==> config.mk <==
export PLATFORM = sky130hd
export DESIGN_NAME = exec_ctrl
export DESIGN_NICKNAME = d
export VERILOG_FILES = /design/src/rtl/exec_ctrl.sv
export SDC_FILE = /design/constraint.sdc
export NUM_CORES = 2
export LEC_CHECK = 0
export BUFFER_PORTS_ARGS = -buffer_cell sky130_fd_sc_hd__buf_2
export CORE_MARGIN = 3
export CORE_UTILIZATION = 55
export CTS_CLUSTER_DIAMETER = 30
export DETAILED_ROUTE_END_ITERATION = 8
export PLACE_DENSITY = 0.74
export SETUP_SLACK_MARGIN = 0.15
export SYNTH_ARGS = -nofsm -noshare
export SYNTH_HDL_FRONTEND = slang
export SYNTH_SLANG_ARGS = --single-unit
==> constraint.sdc <==
create_clock -name clk -period 13.25 [get_ports clk]
set_input_delay 1.9875 -clock clk [delete_from_list [all_inputs] [get_ports clk]]
set_output_delay 1.9875 -clock clk [all_outputs]
set_load 0.02 [all_outputs]
==> src/rtl/exec_ctrl.sv <==
// Execute-stage controller: in-order micro-op queue issuing to an ALU and a CMP flag unit,
// with a registered writeback stage and the architectural EFLAGS register.

`ifndef REG_W
`define REG_W 64
`endif
`ifndef OPCODE_W
`define OPCODE_W 4
`endif
`ifndef IMM_W
`define IMM_W 32
`endif
`ifndef DISP_W
`define DISP_W 32
`endif
`ifndef BIT_MODE_W
`define BIT_MODE_W 2
`endif

`ifndef MICRO_ADD
`define MICRO_ADD  1
`define MICRO_ADDI 2
`define MICRO_SLLI 3
`define MICRO_XOR  4
`define MICRO_MOV  5
`define MICRO_MOVI 6
`define MICRO_LEA  7
`define MICRO_CMP  8
`endif

module exec_ctrl #(
    parameter int unsigned FIFO_DEPTH = 2
) (
    input  logic                   clk,
    input  logic                   rstn,
    input  logic                   flush,
    input  logic                   in_valid,
    output logic                   in_ready,
    input  logic [`OPCODE_W-1:0]   in_opcode,
    input  logic [`REG_W-1:0]      in_s,
    input  logic [`REG_W-1:0]      in_t,
    input  logic [`IMM_W-1:0]      in_imm,
    input  logic [`DISP_W-1:0]     in_disp,
    input  logic [`BIT_MODE_W-1:0] in_bit_mode,
    input  logic [3:0]             in_dst,
    output logic                   wb_valid,
    input  logic                   wb_ready,
    output logic                   wb_we,
    output logic [3:0]             wb_dst,
    output logic [`REG_W-1:0]      wb_data,
    output logic                   wb_illegal,
    output logic [`REG_W-1:0]      eflags,
    output logic                   busy
);
    localparam int unsigned REG_W      = `REG_W;
    localparam int unsigned OPCODE_W   = `OPCODE_W;
    localparam int unsigned IMM_W      = `IMM_W;
    localparam int unsigned DISP_W     = `DISP_W;
    localparam int unsigned BIT_MODE_W = `BIT_MODE_W;
    localparam int unsigned PTR_W      = $clog2(FIFO_DEPTH);
    localparam int unsigned CNT_W      = $clog2(FIFO_DEPTH + 1);

    localparam logic [OPCODE_W-1:0] OP_ADD  = OPCODE_W'(`MICRO_ADD);
    localparam logic [OPCODE_W-1:0] OP_ADDI = OPCODE_W'(`MICRO_ADDI);
    localparam logic [OPCODE_W-1:0] OP_SLLI = OPCODE_W'(`MICRO_SLLI);
    localparam logic [OPCODE_W-1:0] OP_XOR  = OPCODE_W'(`MICRO_XOR);
    localparam logic [OPCODE_W-1:0] OP_MOV  = OPCODE_W'(`MICRO_MOV);
    localparam logic [OPCODE_W-1:0] OP_MOVI = OPCODE_W'(`MICRO_MOVI);
    localparam logic [OPCODE_W-1:0] OP_LEA  = OPCODE_W'(`MICRO_LEA);
    localparam logic [OPCODE_W-1:0] OP_CMP  = OPCODE_W'(`MICRO_CMP);

    localparam logic ST_EMPTY = 1'b0;
    localparam logic ST_HELD  = 1'b1;

    localparam int unsigned CF_BIT = 0;
    localparam int unsigned PF_BIT = 2;
    localparam int unsigned ZF_BIT = 6;
    localparam int unsigned SF_BIT = 7;
    localparam int unsigned OF_BIT = 11;

    typedef struct packed {
        logic [OPCODE_W-1:0]   opcode;
        logic [REG_W-1:0]      s;
        logic [REG_W-1:0]      t;
        logic [IMM_W-1:0]      imm;
        logic [DISP_W-1:0]     disp;
        logic [BIT_MODE_W-1:0] bit_mode;
        logic [3:0]            dst;
    } uop_t;

    uop_t                  mem_q [FIFO_DEPTH];
    uop_t                  mem_d [FIFO_DEPTH];
    logic [PTR_W-1:0]      rd_ptr_q, rd_ptr_d;
    logic [PTR_W-1:0]      wr_ptr_q, wr_ptr_d;
    logic [CNT_W-1:0]      count_q, count_d;
    logic                  state_q, state_d;
    logic                  wb_we_q, wb_we_d;
    logic [3:0]            wb_dst_q, wb_dst_d;
    logic [REG_W-1:0]      wb_data_q, wb_data_d;
    logic                  wb_illegal_q, wb_illegal_d;
    logic [REG_W-1:0]      eflags_q, eflags_d;
    logic                  in_ready_q, in_ready_d;
    logic                  busy_q, busy_d;

    uop_t                  head_c;
    logic                  push_c, issue_c;
    logic                  head_writes_c;
    logic [REG_W-1:0]      alu_t_c, alu_d_c;
    logic                  cmp_cf_c, cmp_pf_c, cmp_zf_c, cmp_sf_c, cmp_of_c;

    // Issue operand formation from the queue head
    always_comb begin
        head_c = mem_q[rd_ptr_q];
        case (head_c.opcode)
            OP_ADDI, OP_SLLI, OP_MOVI: alu_t_c = REG_W'($signed(head_c.imm));
            default:                   alu_t_c = head_c.t;
        endcase
        case (head_c.opcode)
            OP_ADD, OP_ADDI, OP_SLLI, OP_XOR,
            OP_MOV, OP_MOVI, OP_LEA:   head_writes_c = 1'b1;
            default:                   head_writes_c = 1'b0;
        endcase
    end

    alu u_alu (
        .op       (head_c.opcode),
        .s        (head_c.s),
        .t        (alu_t_c),
        .disp     (head_c.disp),
        .bit_mode (head_c.bit_mode),
        .d        (alu_d_c)
    );

    execute_cmp u_cmp (
        .s        (head_c.s),
        .t        (head_c.t),
        .bit_mode (head_c.bit_mode),
        .cf       (cmp_cf_c),
        .pf       (cmp_pf_c),
        .zf       (cmp_zf_c),
        .sf       (cmp_sf_c),
        .of       (cmp_of_c)
    );

    assign push_c  = in_valid && in_ready_q && !flush;
    assign issue_c = (count_q != '0) && ((state_q == ST_EMPTY) || wb_ready) && !flush;

    // Queue, result stage and EFLAGS next-state
    always_comb begin
        mem_d        = mem_q;
        rd_ptr_d     = rd_ptr_q;
        wr_ptr_d     = wr_ptr_q;
        count_d      = count_q;
        state_d      = state_q;
        wb_we_d      = wb_we_q;
        wb_dst_d     = wb_dst_q;
        wb_data_d    = wb_data_q;
        wb_illegal_d = wb_illegal_q;
        eflags_d     = eflags_q;

        if (push_c) begin
            mem_d[wr_ptr_q] = '{opcode: in_opcode, s: in_s, t: in_t, imm: in_imm,
                                disp: in_disp, bit_mode: in_bit_mode, dst: in_dst};
            wr_ptr_d        = PTR_W'(wr_ptr_q + 1'b1);
        end
        if (issue_c) begin
            rd_ptr_d = PTR_W'(rd_ptr_q + 1'b1);
        end
        case ({push_c, issue_c})
            2'b10:   count_d = CNT_W'(count_q + 1'b1);
            2'b01:   count_d = CNT_W'(count_q - 1'b1);
            default: count_d = count_q;
        endcase

        if (issue_c) begin
            state_d      = ST_HELD;
            wb_dst_d     = head_c.dst;
            wb_we_d      = head_writes_c;
            wb_data_d    = head_writes_c ? alu_d_c : '0;
            wb_illegal_d = !head_writes_c && (head_c.opcode != OP_CMP);
            if (head_c.opcode == OP_CMP) begin
                eflags_d[CF_BIT] = cmp_cf_c;
                eflags_d[PF_BIT] = cmp_pf_c;
                eflags_d[ZF_BIT] = cmp_zf_c;
                eflags_d[SF_BIT] = cmp_sf_c;
                eflags_d[OF_BIT] = cmp_of_c;
            end
        end else if ((state_q == ST_HELD) && wb_ready) begin
            state_d      = ST_EMPTY;
            wb_we_d      = 1'b0;
            wb_dst_d     = '0;
            wb_data_d    = '0;
            wb_illegal_d = 1'b0;
        end

        if (flush) begin
            rd_ptr_d     = '0;
            wr_ptr_d     = '0;
            count_d      = '0;
            state_d      = ST_EMPTY;
            wb_we_d      = 1'b0;
            wb_dst_d     = '0;
            wb_data_d    = '0;
            wb_illegal_d = 1'b0;
        end

        in_ready_d = (count_d < CNT_W'(FIFO_DEPTH));
        busy_d     = (count_d != '0) || (state_d == ST_HELD);
    end

    always_ff @(posedge clk) begin
        if (!rstn) begin
            rd_ptr_q     <= '0;
            wr_ptr_q     <= '0;
            count_q      <= '0;
            state_q      <= ST_EMPTY;
            wb_we_q      <= 1'b0;
            wb_dst_q     <= '0;
            wb_data_q    <= '0;
            wb_illegal_q <= 1'b0;
            eflags_q     <= REG_W'(2);
            in_ready_q   <= 1'b0;
            busy_q       <= 1'b0;
        end else begin
            rd_ptr_q     <= rd_ptr_d;
            wr_ptr_q     <= wr_ptr_d;
            count_q      <= count_d;
            state_q      <= state_d;
            wb_we_q      <= wb_we_d;
            wb_dst_q     <= wb_dst_d;
            wb_data_q    <= wb_data_d;
            wb_illegal_q <= wb_illegal_d;
            eflags_q     <= eflags_d;
            in_ready_q   <= in_ready_d;
            busy_q       <= busy_d;
        end
    end

    // Payload storage needs no reset; occupancy is tracked by count_q
    always_ff @(posedge clk) begin
        mem_q <= mem_d;
    end

    assign in_ready   = in_ready_q;
    assign wb_valid   = (state_q == ST_HELD);
    assign wb_we      = wb_we_q;
    assign wb_dst     = wb_dst_q;
    assign wb_data    = wb_data_q;
    assign wb_illegal = wb_illegal_q;
    assign eflags     = eflags_q;
    assign busy       = busy_q;

endmodule

// Integer ALU; results are truncated to the operand size and sign-extended to REG_W.
module alu (
    input  logic [`OPCODE_W-1:0]   op,
    input  logic [`REG_W-1:0]      s,
    input  logic [`REG_W-1:0]      t,
    input  logic [`DISP_W-1:0]     disp,
    input  logic [`BIT_MODE_W-1:0] bit_mode,
    output logic [`REG_W-1:0]      d
);
    localparam int unsigned REG_W      = `REG_W;
    localparam int unsigned OPCODE_W   = `OPCODE_W;
    localparam int unsigned BIT_MODE_W = `BIT_MODE_W;
    localparam int unsigned SHAMT_W    = $clog2(REG_W);

    function automatic logic [REG_W-1:0] size_ext(input logic [REG_W-1:0] x,
                                                  input logic [BIT_MODE_W-1:0] m);
        logic [REG_W-1:0] r;
        case (m)
            BIT_MODE_W'(0): r = {{(REG_W-8){x[7]}}, x[7:0]};
            BIT_MODE_W'(1): r = {{(REG_W-16){x[15]}}, x[15:0]};
            BIT_MODE_W'(2): r = {{(REG_W-32){x[31]}}, x[31:0]};
            default:        r = x;
        endcase
        return r;
    endfunction

    logic [REG_W-1:0] raw_c;

    always_comb begin
        raw_c = '0;
        case (op)
            OPCODE_W'(`MICRO_ADD), OPCODE_W'(`MICRO_ADDI): raw_c = s + t;
            OPCODE_W'(`MICRO_SLLI):                        raw_c = s << t[SHAMT_W-1:0];
            OPCODE_W'(`MICRO_XOR):                         raw_c = s ^ t;
            OPCODE_W'(`MICRO_MOV), OPCODE_W'(`MICRO_MOVI): raw_c = t;
            OPCODE_W'(`MICRO_LEA):                         raw_c = s + t + REG_W'($signed(disp));
            OPCODE_W'(`MICRO_CMP):                         raw_c = s - t;
            default:                                       raw_c = '0;
        endcase
        d = size_ext(raw_c, bit_mode);
    end

endmodule

// Flag generation for CMP (s - t) at the selected operand size.
module execute_cmp (
    input  logic [`REG_W-1:0]      s,
    input  logic [`REG_W-1:0]      t,
    input  logic [`BIT_MODE_W-1:0] bit_mode,
    output logic                   cf,
    output logic                   pf,
    output logic                   zf,
    output logic                   sf,
    output logic                   of
);
    localparam int unsigned REG_W      = `REG_W;
    localparam int unsigned BIT_MODE_W = `BIT_MODE_W;

    function automatic logic [REG_W-1:0] size_ext(input logic [REG_W-1:0] x,
                                                  input logic [BIT_MODE_W-1:0] m,
                                                  input logic sgn);
        logic [REG_W-1:0] r;
        case (m)
            BIT_MODE_W'(0): r = {{(REG_W-8){sgn & x[7]}}, x[7:0]};
            BIT_MODE_W'(1): r = {{(REG_W-16){sgn & x[15]}}, x[15:0]};
            BIT_MODE_W'(2): r = {{(REG_W-32){sgn & x[31]}}, x[31:0]};
            default:        r = x;
        endcase
        return r;
    endfunction

    logic [REG_W-1:0] s_sx_c, t_sx_c, diff_c;

    always_comb begin
        s_sx_c = size_ext(s, bit_mode, 1'b1);
        t_sx_c = size_ext(t, bit_mode, 1'b1);
        diff_c = size_ext(s - t, bit_mode, 1'b1);
        cf     = size_ext(s, bit_mode, 1'b0) < size_ext(t, bit_mode, 1'b0);
        zf     = (diff_c == '0);
        sf     = diff_c[REG_W-1];
        pf     = ~^diff_c[7:0];
        // Signed overflow: operand signs differ and the result sign differs from s
        of     = (s_sx_c[REG_W-1] != t_sx_c[REG_W-1]) && (diff_c[REG_W-1] != s_sx_c[REG_W-1]);
    end

endmodule

==> metrics.txt <==
clock slew seen by the registers of the worst setup and hold paths=50 ps; largest net degree at the start of global routing=72; CP max-delay cell=a2111oi_0; Pwr Density=113 nW/um^2; post-route cell area=48200 sq um; final worst path period share=78.1%; Fin Setup TNS=0 ps; clock buffer count from CTS=91; vias in the first global route=39200; skew final=58.4 ps; via count=42600; Crit Path Max Fanout=51; Max Slew Vio Count=0; Ports=344; Tot Pwr=5450 uW; slew margin rel.=9.72%; Setup WS pre-CTS=3450 ps; Clk Latency, worst-skew pair=690 ps; all-layer global routing usage=41.1%; Post-Syn Area per Cell=8.77 sq um; DRC errors left=0; fmax=96.6 MHz; H-tree Lvls=3; Setup CP Type=flop to flop; Peak supply drop=115 uV; post-route ant nets=0; Worst R2R Setup Slack=2900 ps; # nets final=5605; Ys Warns=0; LEAKAGE=0.0190 uW; core area=76700 sq um; EDFF count, synth=404; DP Area=45000 sq um; die height=286 microns; HP Class=flop to flop; worst reg2reg path startpoint=rd_ptr_q; Reg2Reg Depth=27; layout cells sized above 1=13.9%; final setup vio count=0; post-DR wirelength/cell=28.4 microns; Via-to-Cell Ratio=6.90; Initial Util=56.1%; CP peak stage delay=1100 ps; WL final=175000 microns; arrival time at the worst endpoint=10870 ps; CTS Root Cell=clkbuf_16; PortBufs=284; initial antenna violation count=6; grt total ovfl=0; CTS Sinks=486; asr flop ratio synth=0%; number of cell rows=101; routability cong.=1.07; deepest clock path buffer count=3; die area=81600 sq um; commonest non-fill, non-tap cells in the layout=a21oi_1 (436), edfxtp_1 (404), nand2_1 (403); MaxCap Viol Count=0; CTS tree=yes; Final Hold Fails=0; outcome=finished clean; Setup Buffers After CTS=0; share of the synthesized area in the top cell type=28.2%; Fill cells=6624; Worst Hold Path Cells=2; # placed instances=6009; Netlist Area Pre-Place=43000 sq um; DP HPWL=136000 microns; die span in x=286 microns; Initial DRT Pass Iterations=6; cts repair resizes=0; Cell variety after synth=114; post-route insts no fill=6181; worst-margin pin slew=1340 ps; Hold EP=wb_data[33]; Synth Register Bits=486; main area contributors after synthesis=edfxtp_1 (28%), ha_1 (9.4%), mux2i_1 (6.0%); worst min-delay path startpoint=wb_data[33]; RSZ-0062 raised after global routing=false; CP endpoint kind=flop; post-layout minimum cycle time=10350 ps; Setup WS post-layout=2900 ps; synthesis-to-finish area growth=12.0%; first-pass GRT wire length=253000 microns; r2r endpoint=wb_data[62]; commonest non-fill, non-tap cell in the layout=a21oi_1; CP Launch Type=flop; Most Frequent Cell on Critical Path=o21ai_0; Yosys top cell by area=edfxtp_1; Post-CTS Hold Fix Bufs=0; post-synthesis cell count=4906; Initial DRC Count=6160; Seq/Total Area, Yosys=32.0%; dominant synthesized flop cell=edfxtp_1; Worst EP required=13760 ps
## power by group
group	leakage, uW	internal, uW	switching [uW]	total [uW]
Clock	0.00155	1540	852	2390
Sequential	0.00433	1680	7.83	1690
Combinational	0.0131	459	908	1370
## area by class of cell
class,instances,area [sq um],share of cell area [%]
multi-input combinational,3864,26900,55.9
sequential,486,13800,28.6
clock buffer,105,2350,4.88
timing repair buffer,355,1950,4.06
tap,1030,1290,2.67
inverter,274,1030,2.14
clock inverter,61,853,1.77
antenna,6,15.0,0.0312
## registers in the layout (all words and copies together) (netlist names), 2 cells and up
| register | flops |
|---|---|
| wb_dst | 4 |
| wb_data | 64 |
| count_q | 2 |
| mem_q | 404 |
| eflags | 5 |
## logic make-up (layout without fill, tap and decap cells)
kind of cell	count (synthesis)	count (layout)	synth area share, %
AO/OA/AOI/OAI	1608	1608	24.8
AND/OR/NAND/NOR	1319	1319	14.5
buffers and inverters	613	795	6.24
flip-flops	486	486	32.0
multiplexers	380	380	9.40
adder cells (fa/ha/maj)	326	326	9.55
XOR/XNOR	172	172	3.54
other	2	65	0.0175
## critical path: cells and delay by family (launching register included)
kind                     cells  cell delay [ps]
AO/OA/AOI/OAI               15             5410
adder cells (fa/ha/maj)      2             1260
buffers and inverters        2             1080
AND/OR/NAND/NOR              6              850
flip-flops                   1              830
multiplexers                 1              560
XOR/XNOR                     1              140
## worst max-delay path by stage
| stage | startpoint | end | slack [ps] | cells past startpoint |
|---|---|---|---|---|
| 6_report | rd_ptr_q | wb_data[62] | 2900 | 27 |
| 5_1_grt | rd_ptr_q | wb_data[62] | 2680 | 27 |
| 4_1_cts | rd_ptr_q | wb_data[62] | 3390 | 27 |
| 3_5_place_dp | rd_ptr_q | wb_data[62] | 3450 | 27 |
| 3_3_place_gp | rd_ptr_q | wb_data[62] | 3460 | 29 |
| 2_1_floorplan | flush | mem_q[0] | 1870 | 2 |
## routing by layer
| metal | wire [microns] | vias up | track usage [%] |
|---|---|---|---|
| met5 | 28 | - | 0 |
| met4 | 9080 | 4 | 17.5 |
| met3 | 24600 | 531 | 12.8 |
| met2 | 71800 | 3127 | 58.9 |
| met1 | 69800 | 20300 | 57.0 |
| li1 | - | 18700 | - |
## Yosys cell counts, types with 64 or more instances
master,n
a221oi_1,64
clkbuf_1,171
inv_1,265
nand4_1,77
o21ai_0,343
ha_1,322
buf_4,76
buf_2,67
nor2_1,358
edfxtp_1,404
nand2_1,403
nor3_1,102
mux2i_1,260
nand3_1,90
a21o_1,99
o211ai_1,79
a21oi_1,437
dfxtp_1,82
xnor2_1,129
a211oi_1,65
o21bai_1,67
mux2_2,111
## stage by stage
stage / util, % / hold WS (ps)
2_1_floorplan: - / 504
3_3_place_gp: 58.6 / 429
3_5_place_dp: 58.6 / 437
4_1_cts: 62.8 / 446
5_1_grt: 62.8 / 468
6_report: 62.8 / 439
Note: power is estimated with default switching activity, not from simulation.
